## src/rtl/spi_controller_if.sv

```systemverilog
// spi_controller_if: request/response handshake plus SPI pins of spi_controller.
//   req_valid/req_ready/req_rw/req_addr/req_wdata : request side
//   done/rx_data                                  : completion pulse and read byte
//   SCLK/nCS/COPI (controller out), CIPO (in)     : SPI mode-0 bus
// slave  : the controller itself.
// master : the requester and the serial responder.
interface spi_controller_if;
  logic       req_valid;
  logic       req_ready;
  logic       req_rw;
  logic [6:0] req_addr;
  logic [7:0] req_wdata;
  logic       done;
  logic [7:0] rx_data;
  logic       SCLK;
  logic       nCS;
  logic       COPI;
  logic       CIPO;

  modport slave (
    input  req_valid, req_rw, req_addr, req_wdata, CIPO,
    output req_ready, done, rx_data, SCLK, nCS, COPI
  );

  modport master (
    output req_valid, req_rw, req_addr, req_wdata, CIPO,
    input  req_ready, done, rx_data, SCLK, nCS, COPI
  );
endinterface

```

## src/rtl/spi_controller.sv

```systemverilog
// spi_controller: SPI mode-0 initiator for 16-bit register-access frames.
// Frame = {rw, addr[6:0], data[7:0]}, MSB first on COPI; CIPO shifted in
// on every SCLK rise, low byte exported on rx_data at done.
// Ports:
//   clk   : system clock
//   rst_n : synchronous active-low reset
//   bus   : spi_controller_if.slave (request handshake, done/rx_data, SPI pins)
// Parameters: CLK_DIV (SCLK half-period), CS_SETUP, CS_HOLD, CS_IDLE (clk cycles).
module spi_controller #(
  parameter int CLK_DIV  = 4,
  parameter int CS_SETUP = 2,
  parameter int CS_HOLD  = 2,
  parameter int CS_IDLE  = 2
) (
  input  logic            clk,
  input  logic            rst_n,
  spi_controller_if.slave bus
);

  // One shared phase counter, wide enough for the longest phase.
  localparam int M_A  = (CLK_DIV > CS_SETUP) ? CLK_DIV : CS_SETUP;
  localparam int M_B  = (CS_HOLD > CS_IDLE) ? CS_HOLD : CS_IDLE;
  localparam int MAXP = (M_A > M_B) ? M_A : M_B;
  localparam int CW   = $clog2(MAXP) + 1;

  localparam logic [CW-1:0] DIV_LAST   = CW'(CLK_DIV - 1);
  localparam logic [CW-1:0] SETUP_LAST = CW'(CS_SETUP - 1);
  localparam logic [CW-1:0] HOLD_LAST  = CW'(CS_HOLD - 1);
  localparam logic [CW-1:0] IDLE_LAST  = CW'(CS_IDLE - 1);

  typedef enum logic [2:0] {IDLE, SETUP, SHIFT, HOLD, GAP} state_t;

  typedef struct packed {
    logic       rw;
    logic [6:0] addr;
    logic [7:0] data;
  } frame_t;

  state_t        state, state_n;
  logic [CW-1:0] cnt, cnt_n;
  logic [3:0]    bit_cnt, bit_n;
  logic          sclk_q, sclk_n;
  logic          ncs_q, ncs_n;
  logic [15:0]   tx_sh, tx_n;
  logic [15:0]   rx_sh, rx_n;
  logic          done_q, done_n;
  logic [7:0]    rx_data_q, rx_data_n;
  frame_t        req_frame;

  assign req_frame = {bus.req_rw, bus.req_addr, bus.req_wdata};

  // COPI is the MSB of the transmit register: loading the frame presents
  // bit 15, each SCLK fall shifts the next bit up, and clearing the register
  // on GAP entry (or reset) returns COPI to 0.
  assign bus.COPI      = tx_sh[15];
  assign bus.SCLK      = sclk_q;
  assign bus.nCS       = ncs_q;
  assign bus.done      = done_q;
  assign bus.rx_data   = rx_data_q;
  assign bus.req_ready = (state == IDLE);

  // Upper received byte is shifted through but never exported.
  logic unused_rx_msb;
  assign unused_rx_msb = rx_sh[15];

  always_ff @(posedge clk) begin
    if (!rst_n) begin
      state     <= IDLE;
      cnt       <= '0;
      bit_cnt   <= '0;
      sclk_q    <= 1'b0;
      ncs_q     <= 1'b1;
      tx_sh     <= '0;
      rx_sh     <= '0;
      done_q    <= 1'b0;
      rx_data_q <= '0;
    end else begin
      state     <= state_n;
      cnt       <= cnt_n;
      bit_cnt   <= bit_n;
      sclk_q    <= sclk_n;
      ncs_q     <= ncs_n;
      tx_sh     <= tx_n;
      rx_sh     <= rx_n;
      done_q    <= done_n;
      rx_data_q <= rx_data_n;
    end
  end

  always_comb begin
    state_n   = state;
    cnt_n     = cnt + CW'(1);
    bit_n     = bit_cnt;
    sclk_n    = sclk_q;
    ncs_n     = ncs_q;
    tx_n      = tx_sh;
    rx_n      = rx_sh;
    done_n    = 1'b0;
    rx_data_n = rx_data_q;

    case (state)
      IDLE: begin
        cnt_n = '0;
        if (bus.req_valid) begin
          state_n = SETUP;
          tx_n    = req_frame;
          rx_n    = '0;
          bit_n   = '0;
          sclk_n  = 1'b0;
          ncs_n   = 1'b0;
        end
      end

      SETUP: begin
        if (cnt == SETUP_LAST) begin
          state_n = SHIFT;
          cnt_n   = '0;
        end
      end

      // sclk_q doubles as the phase flag: 0 = low phase, 1 = high phase.
      SHIFT: begin
        if (cnt == DIV_LAST) begin
          cnt_n = '0;
          if (!sclk_q) begin
            sclk_n = 1'b1;
            rx_n   = {rx_sh[14:0], bus.CIPO};
          end else begin
            sclk_n = 1'b0;
            if (bit_cnt == 4'd15) begin
              state_n = HOLD;   // bit 0 stays on COPI through HOLD
            end else begin
              bit_n = bit_cnt + 4'd1;
              tx_n  = {tx_sh[14:0], 1'b0};
            end
          end
        end
      end

      HOLD: begin
        if (cnt == HOLD_LAST) begin
          state_n = GAP;
          cnt_n   = '0;
          ncs_n   = 1'b1;
          tx_n    = '0;
        end
      end

      GAP: begin
        if (cnt == IDLE_LAST) begin
          state_n   = IDLE;
          cnt_n     = '0;
          done_n    = 1'b1;
          rx_data_n = rx_sh[7:0];
        end
      end

      default: begin
        state_n = IDLE;
        cnt_n   = '0;
      end
    endcase
  end

endmodule

```

## src/flat_wrapper.sv

```systemverilog
// flat-port wrapper written by rule: the top's interface ports become plain ports
module spi_controller_flat 
#(
  parameter int CLK_DIV  = 4,
  parameter int CS_SETUP = 2,
  parameter int CS_HOLD  = 2,
  parameter int CS_IDLE  = 2
)
  (clk, rst_n, bus_req_valid, bus_req_rw, bus_req_addr, bus_req_wdata, bus_CIPO, bus_req_ready, bus_done, bus_rx_data, bus_SCLK, bus_nCS, bus_COPI);
  spi_controller_if bus_i ();
  input  logic clk;
  input  logic rst_n;
  input wire logic [$bits(bus_i.req_valid)-1:0] bus_req_valid;
  input wire logic [$bits(bus_i.req_rw)-1:0] bus_req_rw;
  input wire logic [$bits(bus_i.req_addr)-1:0] bus_req_addr;
  input wire logic [$bits(bus_i.req_wdata)-1:0] bus_req_wdata;
  input wire logic [$bits(bus_i.CIPO)-1:0] bus_CIPO;
  output wire logic [$bits(bus_i.req_ready)-1:0] bus_req_ready;
  output wire logic [$bits(bus_i.done)-1:0] bus_done;
  output wire logic [$bits(bus_i.rx_data)-1:0] bus_rx_data;
  output wire logic [$bits(bus_i.SCLK)-1:0] bus_SCLK;
  output wire logic [$bits(bus_i.nCS)-1:0] bus_nCS;
  output wire logic [$bits(bus_i.COPI)-1:0] bus_COPI;
  assign bus_i.req_valid = bus_req_valid;
  assign bus_i.req_rw = bus_req_rw;
  assign bus_i.req_addr = bus_req_addr;
  assign bus_i.req_wdata = bus_req_wdata;
  assign bus_i.CIPO = bus_CIPO;
  assign bus_req_ready = bus_i.req_ready;
  assign bus_done = bus_i.done;
  assign bus_rx_data = bus_i.rx_data;
  assign bus_SCLK = bus_i.SCLK;
  assign bus_nCS = bus_i.nCS;
  assign bus_COPI = bus_i.COPI;
  spi_controller #(.CLK_DIV(CLK_DIV), .CS_SETUP(CS_SETUP), .CS_HOLD(CS_HOLD), .CS_IDLE(CS_IDLE)) u_core (.clk(clk), .rst_n(rst_n), .bus(bus_i));
endmodule
```

## config.mk

```make
export PLATFORM = sky130hd
export DESIGN_NAME = spi_controller_flat
export DESIGN_NICKNAME = d
export VERILOG_FILES = /design/src/rtl/spi_controller_if.sv /design/src/rtl/spi_controller.sv /design/src/flat_wrapper.sv
export SDC_FILE = /design/constraint.sdc
export NUM_CORES = 1
export LEC_CHECK = 0
export BUFFER_PORTS_ARGS = -buffer_cell sky130_fd_sc_hd__buf_4
export CAP_MARGIN = 20
export CELL_PAD_IN_SITES_DETAIL_PLACEMENT = 1
export CELL_PAD_IN_SITES_GLOBAL_PLACEMENT = 1
export CORE_UTILIZATION = 29
export DETAILED_ROUTE_END_ITERATION = 10
export PLACE_DENSITY = 0.65
export SKIP_LAST_GASP = 1
export SLEW_MARGIN = 40
export SYNTH_ARGS = -nofsm -noshare
export SYNTH_HDL_FRONTEND = slang
export SYNTH_SLANG_ARGS = --single-unit
```

## constraint.sdc

```tcl
create_clock -name clk -period 1.9 [get_ports clk]
set_input_delay 0 -clock clk [delete_from_list [all_inputs] [get_ports clk]]
set_output_delay 0 -clock clk [all_outputs]
set_load 0.02 [all_outputs]
```

=== Yosys cells after proc, flatten, opt, wreduce, memory -nomap -nowiden ===
Cells that the tools add are included.

* Latch bits: 0
* Input bits: 20
* Flip-flop bits (word level): 45
* Bits in writable memories: 0
* Logic and storage cells: 73
* Output and inout port bits: 13
* Memories kept: 0
* ROM bits: 0

* Bitwise operators: 0
* Order comparisons: 0
* Multipliers: 0
* Mux-type cells: 33
* Divide/modulo/power cells: 0
* Shifts and indexed selects: 0
* Reduce and logical (&&, ||, !) cells: 13
* Eq/ne operators: 16
* $add $sub $neg: 2

{| class="wikitable"
|+ Operators with widths
! operator !! count
|-
| 16-bit 2-to-1 mux || 5
|-
| 16-bit case mux with 3 select lines || 1
|-
| 3-bit 2-to-1 mux || 9
|-
| 8-bit 2-to-1 mux || 3
|-
| 4-bit 2-to-1 mux || 4
|-
| 8-bit case mux with 2 select lines || 1
|-
| 3-bit case mux with 5 select lines || 1
|-
| 2-bit by 1-bit inequality test with 1-bit output, second input constant || 6
|-
| 3-bit by 2-bit equality test with 1-bit output, second input constant || 3
|-
| 4-bit case mux with 2 select lines || 1
|-
| 7-bit AND reduction || 1
|-
| 3-bit by 1-bit equality test with 1-bit output, second input constant || 2
|-
| 2-bit inequality test, second input constant || 3
|-
| 3-bit case mux with 2 select lines || 1
|-
| 3-bit AND reduction || 2
|-
| 6-bit AND reduction || 1
|-
| 1-bit 2-to-1 mux || 5
|-
| 5-bit AND reduction || 1
|-
| 4-bit by 1-bit adder with 4-bit output, second input constant || 1
|-
| 4-bit equality test, second input constant || 1
|-
| 1-bit case mux with 2 select lines || 2
|-
| 2-bit AND reduction || 2
|-
| 4-bit AND reduction || 1
|-
| 2-bit nonzero test || 2
|-
| other kinds (5) || 5
|}

=== Depth between registers and ports, before layout ===
Gate-level depths: netlist (run 1).

* Depth after elaboration: 5
* Mapped depth: 8
* Gate-level depth less buffers: 6

=== Least setup slack after synthesis (run 1) ===
OpenSTA, ideal clock, no wires.

* Kind: flip-flop to flip-flop
* Start: register u_core.cnt[0]
* End: register u_core.tx_sh[10]
* Period minus slack after synthesis: 1864 ps
* Arrival time: 1792 ps
* Path slack: 36 ps
* Path buffers: 2
* Stages on the path, launching flop included: 9
* Setup time: 72 ps
* Data required time: 1828 ps
* Cells stage by stage: dfxtp_1 > ha_1 > ha_1 > mux2_2 > and2_1 > a21boi_1 > buf_6 > buf_12 > mux2i_1

* Word-level cells in the longest chain between the ends: 3
* Elaborated cells between the ends (all ways): 5
* Classes of those cells: 4 x eq/ne; 1 x reduce/logical

{| class="wikitable"
|+ RTL lines
! what !! RTL line !! source
|-
| from (decl) || spi_controller.sv:40 || <nowiki>logic [CW-1:0] cnt, cnt_n;</nowiki>
|-
| from (signal assigned) || spi_controller.sv:79 || <nowiki>cnt <= cnt_n;</nowiki>
|-
| 3-bit by 1-bit equality test with 1-bit output / 3-bit by 2-bit equality test with 1-bit output (equally long branches) || spi_controller.sv:141, spi_controller.sv:123 ||
|-
| 2-bit by 1-bit inequality test with 1-bit output (no line) || n/a ||
|-
| 6-bit AND reduction (no line) * || n/a ||
|-
| to (signal assigned) || spi_controller.sv:83 || <nowiki>tx_sh <= tx_n;</nowiki>
|-
| to (decl) || spi_controller.sv:44 || <nowiki>logic [15:0] tx_sh, tx_n;</nowiki>
|}

Mark *: on every way between the ends. The rest lies on a longest branch, timed or not.
A chain may end at the register's enable or synchronous reset.

=== Final worst setup path (run 1) ===
* Start: register u_core.cnt[0]
* End: register u_core.tx_sh[6]

The elaborated chain is that of the path after synthesis.

==> impl_metrics.toml, run 1 <==
[outcome]
status = "finished, final reports clean"

[finish]
multi_input_area_sq_um = 1107
fin_area_sq_um = 2643
final-seq-area_sq_um = 902.1
final_layout_size_suffix_gt1_share_pct = 21.98
area_growth_syn_to_layout_pct = 25.12
antennaDiodeCount = 0
n_fill_cell = 839
final_nets = 297

[clock_tree]
cts.clk_slew.worst_paths_ns = 0.08
cts_made_buffers = 5
cts_root_buffer = "clkbuf_8"
clkLatencyLatePin_ns = 0.29
clock-sinks = 45
cts_tree = "done"
cts.path.max_buffers = 2
htree_num_levels = 2

[die]
ios = 33
die-width_um = 87.34
fp.dieH_um = 87.34
initial_core_util_pct = 30.58
core_area_sq_um = 6907
rows = 30
die_area_sq_um = 7628

[route]
routed-wl-met2_um = 2197
dr.max_layer_used = "met4"
drt_iter0_drc = 36
ant_nets = 0
totalWireLength_um = 4758
num_vias = 1764
viasPerCell = 4.780
wl_per_cell_um = 12.89
wl_met3_um = 194
wl_met1_um = 2306
drt_first_pass_iters = 4
drc = 0

[worst_setup_path]
end_kind = "register"
path_cells = "ha_2, ha_2, mux2_4, and2_4, a21boi_4, buf_12, mux2i_1"
cp.arrival_ns = 2.03
cp_slowest_stage_delay_ns = 0.34
cp.required_ns = 2.12
crit_path_frequent_cell = "ha_2"
slowest_stage = "dfxtp_2"
cp-start-kind = "register"
crit_type = "register to register"
cp_max_fo = 8

[power]
p_clk_share_pct = 37.4
p_int_mw = 1.540
power_mw = 2.018
power.density_nw_per_um2 = 763.6
p_comb_share_pct = 13.1
peakVddDrop_uv = 284.6
p_sw_share_pct = 23.68
pwr-share-seq_pct = 49.5
p_switching_mw = 0.4778
leakagePower_nw = 1.153

[timing]
max_freq_mhz = 552.5
layout_min_cycle_time_ns = 1.810
rsz0062_at_grt = "no"
report.final.slew_viol_count = 0
setup_viol = 0
tns_ns = 0
hold_viol = 0
finClkSkew_ns = 0.002715
tightest_slew_ns = 0.7333
slew_headroom_pct = 51.06
timing.final.crit_share_pct = 95.26

[synthesis]
syn_nets = 263
synth.most_common_cell = "nand2_1"
synth_commonest_cells = "47 x nand2_1, 45 x dfxtp_1, 23 x mux2i_1"
syn_area_per_cell_sq_um = 8.874
yosysSeqAreaShare_pct = 42.65
synth_edf_count = 0
ys.flop_type = "dfxtp_1"
synth_cell_types = 36
ys_ff_latch = 45
async_flop_share_pct = 0
synth_top_area_share_pct = 42.65
yosys.area.top_type = "dfxtp_1"
syn_inst = 238
synth.area.top_cells = "dfxtp_1 43%, mux2i_1 11%, nand2_1 8.4%, a22o_1 6.2%, a21oi_1 3.1%"
syn_area_sq_um = 2112
ys_warn_count = 0

[grt]
grt_pass1_vias = 1764
antenna_found_initial = 0
grt_max_degree = 40
grt_pass1_wl_um = 8190
grt.total_usage_pct = 13.72
grt_overflow = 0

[place]
place_area_sq_um = 2457
place_hpwl_um = 3289
numPortBuffers = 32
gp_congestion = 0.7508

[hold_path]
hold_path.class = "input port to register"

[run]
timing.max_cap.violations = 0
==> power by group through the flow <==
stage / Combinational (mW) / Clock [mW] / Sequential [mW]
6_report: 0.265 / 0.754 / 0.999
3_5_place_dp: 0.246 / 0 / 1.02
3_3_place_gp: 0.243 / 0 / 1.02
5_1_grt: 0.294 / 0.824 / 1.00
4_1_cts: 0.268 / 0.781 / 1.00
2_1_floorplan: 0.169 / 0 / 1.02
==> worst max-delay path: cells and delay by family (launching register included) <==
kind / cells / cell delay (ns)
flops: 1 / 0.34
mux: 2 / 0.46
simple gates: 1 / 0.18
fa+ha+maj: 2 / 0.35
compound gates: 1 / 0.23
buf+inv: 1 / 0.17
==> cell families (layout without fill, tap and decap cells) <==
logic type,count (synthesis),after routing,share of synthesized area (%)
AND/OR/NAND/NOR,98,98,22.27
flip-flops,45,45,42.65
AO/OA/AOI/OAI,43,43,14.28
multiplexers,24,24,11.43
buffers and inverters,22,57,5.983
adder cells (fa/ha/maj),5,5,2.962
XOR/XNOR,1,1,0.4148
==> path summary, 6_finish.rpt <==
kind,start,endpoint,slack [ns],cells past startpoint
worst max-delay path,u_core.cnt[0],u_core.tx_sh[6],0.09,7
worst min-delay path,bus_req_valid,u_core.bus.nCS,0.03,4
worst max register to register,u_core.cnt[0],u_core.tx_sh[6],0.09,7
worst min register to register,u_core.cnt[0],u_core.cnt[0],0.44,1
==> timing repair <==
item                                    4_1_cts  5_1_grt
gates resized for setup                       6        2
endpoints found under the setup margin       11        9
hold buffers                                  1        0
pin swaps                                     1        1
setup buffers                                 0        1
gates cloned                                  1        0
endpoints found under the hold margin         1        0
==> through the flow <==
stage | instances | setup slack [ns] | hold slack, ns | utilization [%]
finish | 369 | 0.09011 | 0.03113 | 38.26
global route | 369 | 0.02056 | 0.07168 | 38.26
CTS | 368 | 0.02032 | 0.03253 | 38.12
detailed placement | 358 | -0.01121 | 0.2890 | 35.58
global placement | 358 | 0.07594 | 0.2761 | 35.58
floorplan | 238 | 0.03608 | 0.1519 | -
==> flip-flops by register name, indices dropped and copies added, names as in the netlist <==
register,count
u_core.state,3
u_core.tx_sh,16
u_core.bus.nCS,1
u_core.bus.rx_data,8
u_core.cnt,3
u_core.bus.SCLK,1
u_core.bus.done,1
u_core.bit_cnt,4
u_core.rx_sh,8
==> layout make-up <==
class	instances	share of cell area [%]
multi-input combinational	171	41.90
sequential	45	34.14
timing repair buffer	43	14.02
tap	96	4.545
clock buffer	6	3.125
clock inverter	2	1.420
inverter	6	0.8523
==> routing by layer <==
layer | vias to the layer above | global-route usage [%]
li1 | 891 | -
met1 | 838 | 17.85
met2 | 30 | 22.44
met3 | 5 | 3.318
met4 | 0 | 4.024
met5 | - | 0
==> cells in the final DEF, fill, tap and decap left out, types with 2 or more instances in the layout <==
cell type	n
nand2_1	47
dfxtp_1	44
buf_4	39
mux2i_1	23
a22o_1	15
nor2_1	13
a21oi_1	13
nand3_1	11
inv_1	6
clkbuf_8	6
and3_1	5
nor3_1	4
o21ai_0	4
nand3b_1	3
nor3b_1	3
nand2b_1	3
o21a_1	3
ha_1	3
nand4_1	2
ha_2	2
buf_12	2
No activity file was read; power rests on OpenSTA's default activity.
==> run 2, diff against run 1 <==
CAP_MARGIN = unset   (was 20)
PLACE_DENSITY = 0.63   (was 0.65)
clock period = 2.1 ns   (was 1.9 ns; I/O delays follow)
==> run 2 against run 1 <==
Compared with the run above:
- final cell count is 1.6% lower
- final area is 4.6% lower
- count of clock-buffer cells in the layout stayed put
- sequential power shrank 9.5%
- core utilization down 1.8 points
- flip-flop and latch count is the same
- setup slack better by 0.079 ns
- sequential share of layout area up 1.6 points
- clock skew increased by 0.0051 ns
- power is 17% lower
- largest cell class unchanged
- highest routed layer unchanged
==> impl_metrics.toml, run 2 (synthesis results as in run 1) <==
[timing]
hold_viol = 0
setup_viol = 0
tns_ns = 0
slew_headroom_pct = 51.61
max_freq_mhz = 517.9
tightest_slew_ns = 0.7250
finClkSkew_ns = 0.007832
timing.final.crit_share_pct = 91.95
worst_slack_ns = 0.1691
rsz0062_at_grt = "no"
report.final.slew_viol_count = 0
layout_min_cycle_time_ns = 1.931

[worst_setup_path]
r2r_cells = 7
crit_type = "register to register"
cp.required_ns = 2.33
cp_max_fo = 16
r2r_slack_ns = 0.17
cp-start-kind = "register"
rr_endpoint = "u_core.tx_sh[9]"
rr_startpoint = "u_core.cnt[0]"
end_kind = "register"
cp.arrival_ns = 2.16

[clock_tree]
clock-sinks = 45
cts.path.max_buffers = 2
cts_made_buffers = 5
htree_num_levels = 2
clkLatencyLatePin_ns = 0.30
cts_resized = 0
cts_tree = "done"
cts_root_buffer = "clkbuf_8"
cts.clk_slew.worst_paths_ns = 0.09
post_cts_buffers = 0
cts_hold_buffers = 1

[route]
ant_nets = 0
totalWireLength_um = 4705
drt_iter0_drc = 52
drt_first_pass_iters = 4
drc = 0
num_vias = 1760
wl_per_cell_um = 12.96
viasPerCell = 4.848

[die]
initial_core_util_pct = 30.58
die-width_um = 87.34
core_area_sq_um = 6907
die_area_sq_um = 7628
ios = 33
fp.dieH_um = 87.34
rows = 30

[finish]
final_nets = 291
fin_area_sq_um = 2521
final_layout_size_suffix_gt1_share_pct = 18.73
area_growth_syn_to_layout_pct = 19.37
final_common_cell = "nand2_1"
antennaDiodeCount = 0
largest_register_ffs = 16
fin_util_pct = 36.50
n_fill_cell = 866
max_flop_register = "u_core.tx_sh"
final_cell_mix = "47 x nand2_1, 45 x dfxtp_1, 35 x buf_4, 23 x mux2i_1, 15 x a22o_1"

[grt]
grt.total_usage_pct = 13.64
grt_busiest_layer = "met2"
gr-usage-met1_pct = 16.60
met3_usage_pct = 4.076
grt_pass1_vias = 1803
grt_overflow = 0
grt_pass1_wl_um = 8135
grt_use_met2_pct = 22.51
grt_max_degree = 40
antenna_found_initial = 0

[hold_path]
hold_path.class = "input port to register"
hold_end = "u_core.bus.SCLK"
hold_depth = 4
hold_start = "bus_req_valid"

[place]
place_area_sq_um = 2415
gp_congestion = 0.7596
place_hpwl_um = 3242
numPortBuffers = 32
detailedPlace.worstSlack_ns = 0.1568

[run]
timing.max_cap.violations = 0

[outcome]
status = "finished, final reports clean"

[power]
leakagePower_nw = 1.096
power.density_nw_per_um2 = 668.1
peakVddDrop_uv = 241.7
run 2: worst max path at each step:
stage,start,endpoint,cells past startpoint
after floorplan,u_core.cnt[0],u_core.tx_sh[10],8
after global routing,u_core.cnt[0],u_core.tx_sh[9],7
after detailed placement,u_core.cnt[0],u_core.tx_sh[6],7
final,u_core.cnt[0],u_core.tx_sh[9],7
after global placement,u_core.cnt[0],u_core.tx_sh[7],7
after CTS,u_core.cnt[0],u_core.tx_sh[9],7
run 2: area by class of cell:
type	count	area, sq um	area share, %
Clock buffer	6	82.58	3.275
Clock inverter	2	13.76	0.5459
Inverter	6	22.52	0.8933
Multi-Input combinational cell	171	1089	43.18
Sequential cell	45	900.9	35.73
Tap cell	96	120.1	4.764
Timing Repair Buffer	37	292.8	11.61
run 2: worst max-delay path: stages, from the launching register on:
cell and delay [ns]:
dfxtp_1 0.33, ha_1 0.21, ha_1 0.23, mux2_2 0.31, and2_1 0.21, a21boi_2 0.18
buf_12 0.19, mux2i_1 0.20
run 2: through the flow:
step	hold slack (ns)	power [mW]	std cells
2_1_floorplan	0.1519	1.074	238
3_3_place_gp	0.2801	1.136	354
3_5_place_dp	0.2813	1.140	354
4_1_cts	0.02570	1.724	363
5_1_grt	0.05001	1.775	363
6_report	0.02842	1.684	363
run 2: where the power goes:
part	total (mW)	switching [mW]	internal [mW]	leakage [nW]
Sequential	0.904	0.0204	0.884	0.366
Clock	0.568	0.301	0.267	0.0512
Combinational	0.212	0.110	0.102	0.680
Total	1.68	0.432	1.25	1.10
run 2: routing by layer:
layer	wire length, um	part of all wire (%)
met1	2229	47
met2	2178	46
met3	220	4.7
met4	76	1.6
met5	0	0
==> run 3, diff against run 2 <==
MAX_ROUTING_LAYER = met4   (was unset)
==> run 3 against run 2 <==
Compared with the run above:
- core utilization unchanged
- clock power is essentially flat
- via count did not move
- sequential share of layout area stayed put
- setup slack got worse by 0.0059 ns
- final cell count unchanged
- combinational power is essentially flat
- global-route usage grew 0.42 points
- clock skew fell by 0.00096 ns
- largest cell class unchanged
- highest routed layer unchanged
==> impl_metrics.toml, run 3 (synthesis results as in run 1) <==
[power]
power.density_nw_per_um2 = 668.3
leakagePower_nw = 1.096
p_int_mw = 1.253
p_comb_share_pct = 12.6
p_sw_share_pct = 25.64
pwr-share-seq_pct = 53.7
power_mw = 1.685
p_switching_mw = 0.4320
peakVddDrop_uv = 242.8
p_clk_share_pct = 33.7

[worst_setup_path]
r2r_cells = 7
cp_slowest_stage_delay_ns = 0.33
end_kind = "register"
cp.arrival_ns = 2.17
cp.required_ns = 2.33
slowest_stage = "dfxtp_1"
cp-start-kind = "register"
path_cells = "ha_1, ha_1, mux2_2, and2_1, a21boi_2, buf_12, mux2i_1"
crit_path_frequent_cell = "ha_1"
crit_type = "register to register"
cp_max_fo = 16

[route]
drc = 0
num_vias = 1760
ant_nets = 0
totalWireLength_um = 4750
wl_per_cell_um = 13.09
drt_first_pass_iters = 4
viasPerCell = 4.848
drt_iter0_drc = 46

[die]
die-width_um = 87.34
core_area_sq_um = 6907
ios = 33
die_area_sq_um = 7628
fp.dieH_um = 87.34
initial_core_util_pct = 30.58
rows = 30

[place]
place_hpwl_um = 3242
numPortBuffers = 32
gp_congestion = 0.7696

[timing]
rsz0062_at_grt = "no"
report.final.slew_viol_count = 0
layout_min_cycle_time_ns = 1.937
slew_headroom_pct = 50.52
tightest_slew_ns = 0.7414
finClkSkew_ns = 0.006874
timing.final.crit_share_pct = 92.23
max_freq_mhz = 516.3
hold_viol = 0
tns_ns = 0
setup_viol = 0

[finish]
final_layout_size_suffix_gt1_share_pct = 18.73
final_nets = 291
largest_register_ffs = 16
fin_util_pct = 36.50
final_common_cell = "nand2_1"
antennaDiodeCount = 0
max_flop_register = "u_core.tx_sh"
final_cell_mix = "47 x nand2_1, 45 x dfxtp_1, 35 x buf_4, 23 x mux2i_1, 15 x a22o_1"
n_fill_cell = 866
area_growth_syn_to_layout_pct = 19.37

[clock_tree]
htree_num_levels = 2
cts_hold_buffers = 1
clock-sinks = 45
post_cts_buffers = 0
clkLatencyLatePin_ns = 0.30
cts.clk_slew.worst_paths_ns = 0.09
cts_root_buffer = "clkbuf_8"
cts_made_buffers = 5
cts_tree = "done"
cts_resized = 0
cts.path.max_buffers = 2

[hold_path]
hold_path.class = "input port to register"
hold_depth = 4

[outcome]
status = "finished, final reports clean"

[grt]
antenna_found_initial = 0
grt_pass1_wl_um = 8155
grt_max_degree = 40
grt.total_usage_pct = 14.07
grt_overflow = 0
grt_pass1_vias = 1801

[run]
timing.max_cap.violations = 0
==> run 3: cell counts in the layout (fill, tap and decap cells not counted) <==
Identical to the previous run, type by type.
==> run 3: worst paths after layout <==
| path | from | end | slack, ns |
|---|---|---|---|
| worst max register to register | u_core.cnt[0] | u_core.tx_sh[9] | 0.16 |
| worst min-delay path | bus_req_valid | u_core.bus.SCLK | 0.03 |
| worst max-delay path | u_core.cnt[0] | u_core.tx_sh[9] | 0.16 |
| worst min register to register | u_core.rx_sh[7] | u_core.rx_sh[7] | 0.46 |
==> run 3: critical path: cells and delay by family (launching register included) <==
kind                     cells  cell delay (ns)
flip-flops                   1             0.33
buffers and inverters        1             0.19
multiplexers                 2             0.51
adder cells (fa/ha/maj)      2             0.44
AND/OR/NAND/NOR              1             0.22
AO/OA/AOI/OAI                1             0.19
==> run 3: final cells by class <==
cell class | instances | area, sq um | area share [%]
repair buffers | 37 | 292.8 | 11.61
clock inverters | 2 | 13.76 | 0.5459
flip-flops and latches | 45 | 900.9 | 35.73
inverters | 6 | 22.52 | 0.8933
multi-input cells | 171 | 1089 | 43.18
well taps | 96 | 120.1 | 4.764
clock buffers | 6 | 82.58 | 3.275
==> run 3: per-stage QoR <==
stage	hold slack, ns	area, sq um	setup WS (ns)	std cells
detailed placement	0.2813	2415	0.1568	354
CTS	0.02570	2521	0.1427	363
global route	0.05001	2521	0.02918	363
finish	0.03027	2521	0.1632	363
global placement	0.2801	2415	0.2331	354
floorplan	0.1519	2112	0.2361	238
==> run 3: layer usage <==
metal | wire, um | up-vias | track usage, %
met1 | 2289 | 844 | 16.77
met2 | 2178 | 30 | 22.51
met3 | 217 | 4 | 3.886
met4 | 65 | 0 | 5.365
met5 | 0 | - | -
li1 | - | 882 | -
==> run 3: power by group through the flow <==
stage          Combinational (mW)  Clock (mW)  Sequential [mW]
6_report                    0.213       0.568            0.904
3_3_place_gp                0.212           0            0.924
5_1_grt                     0.236       0.631            0.909
3_5_place_dp                0.215           0            0.925
4_1_cts                     0.218       0.601            0.905
2_1_floorplan               0.153           0            0.920
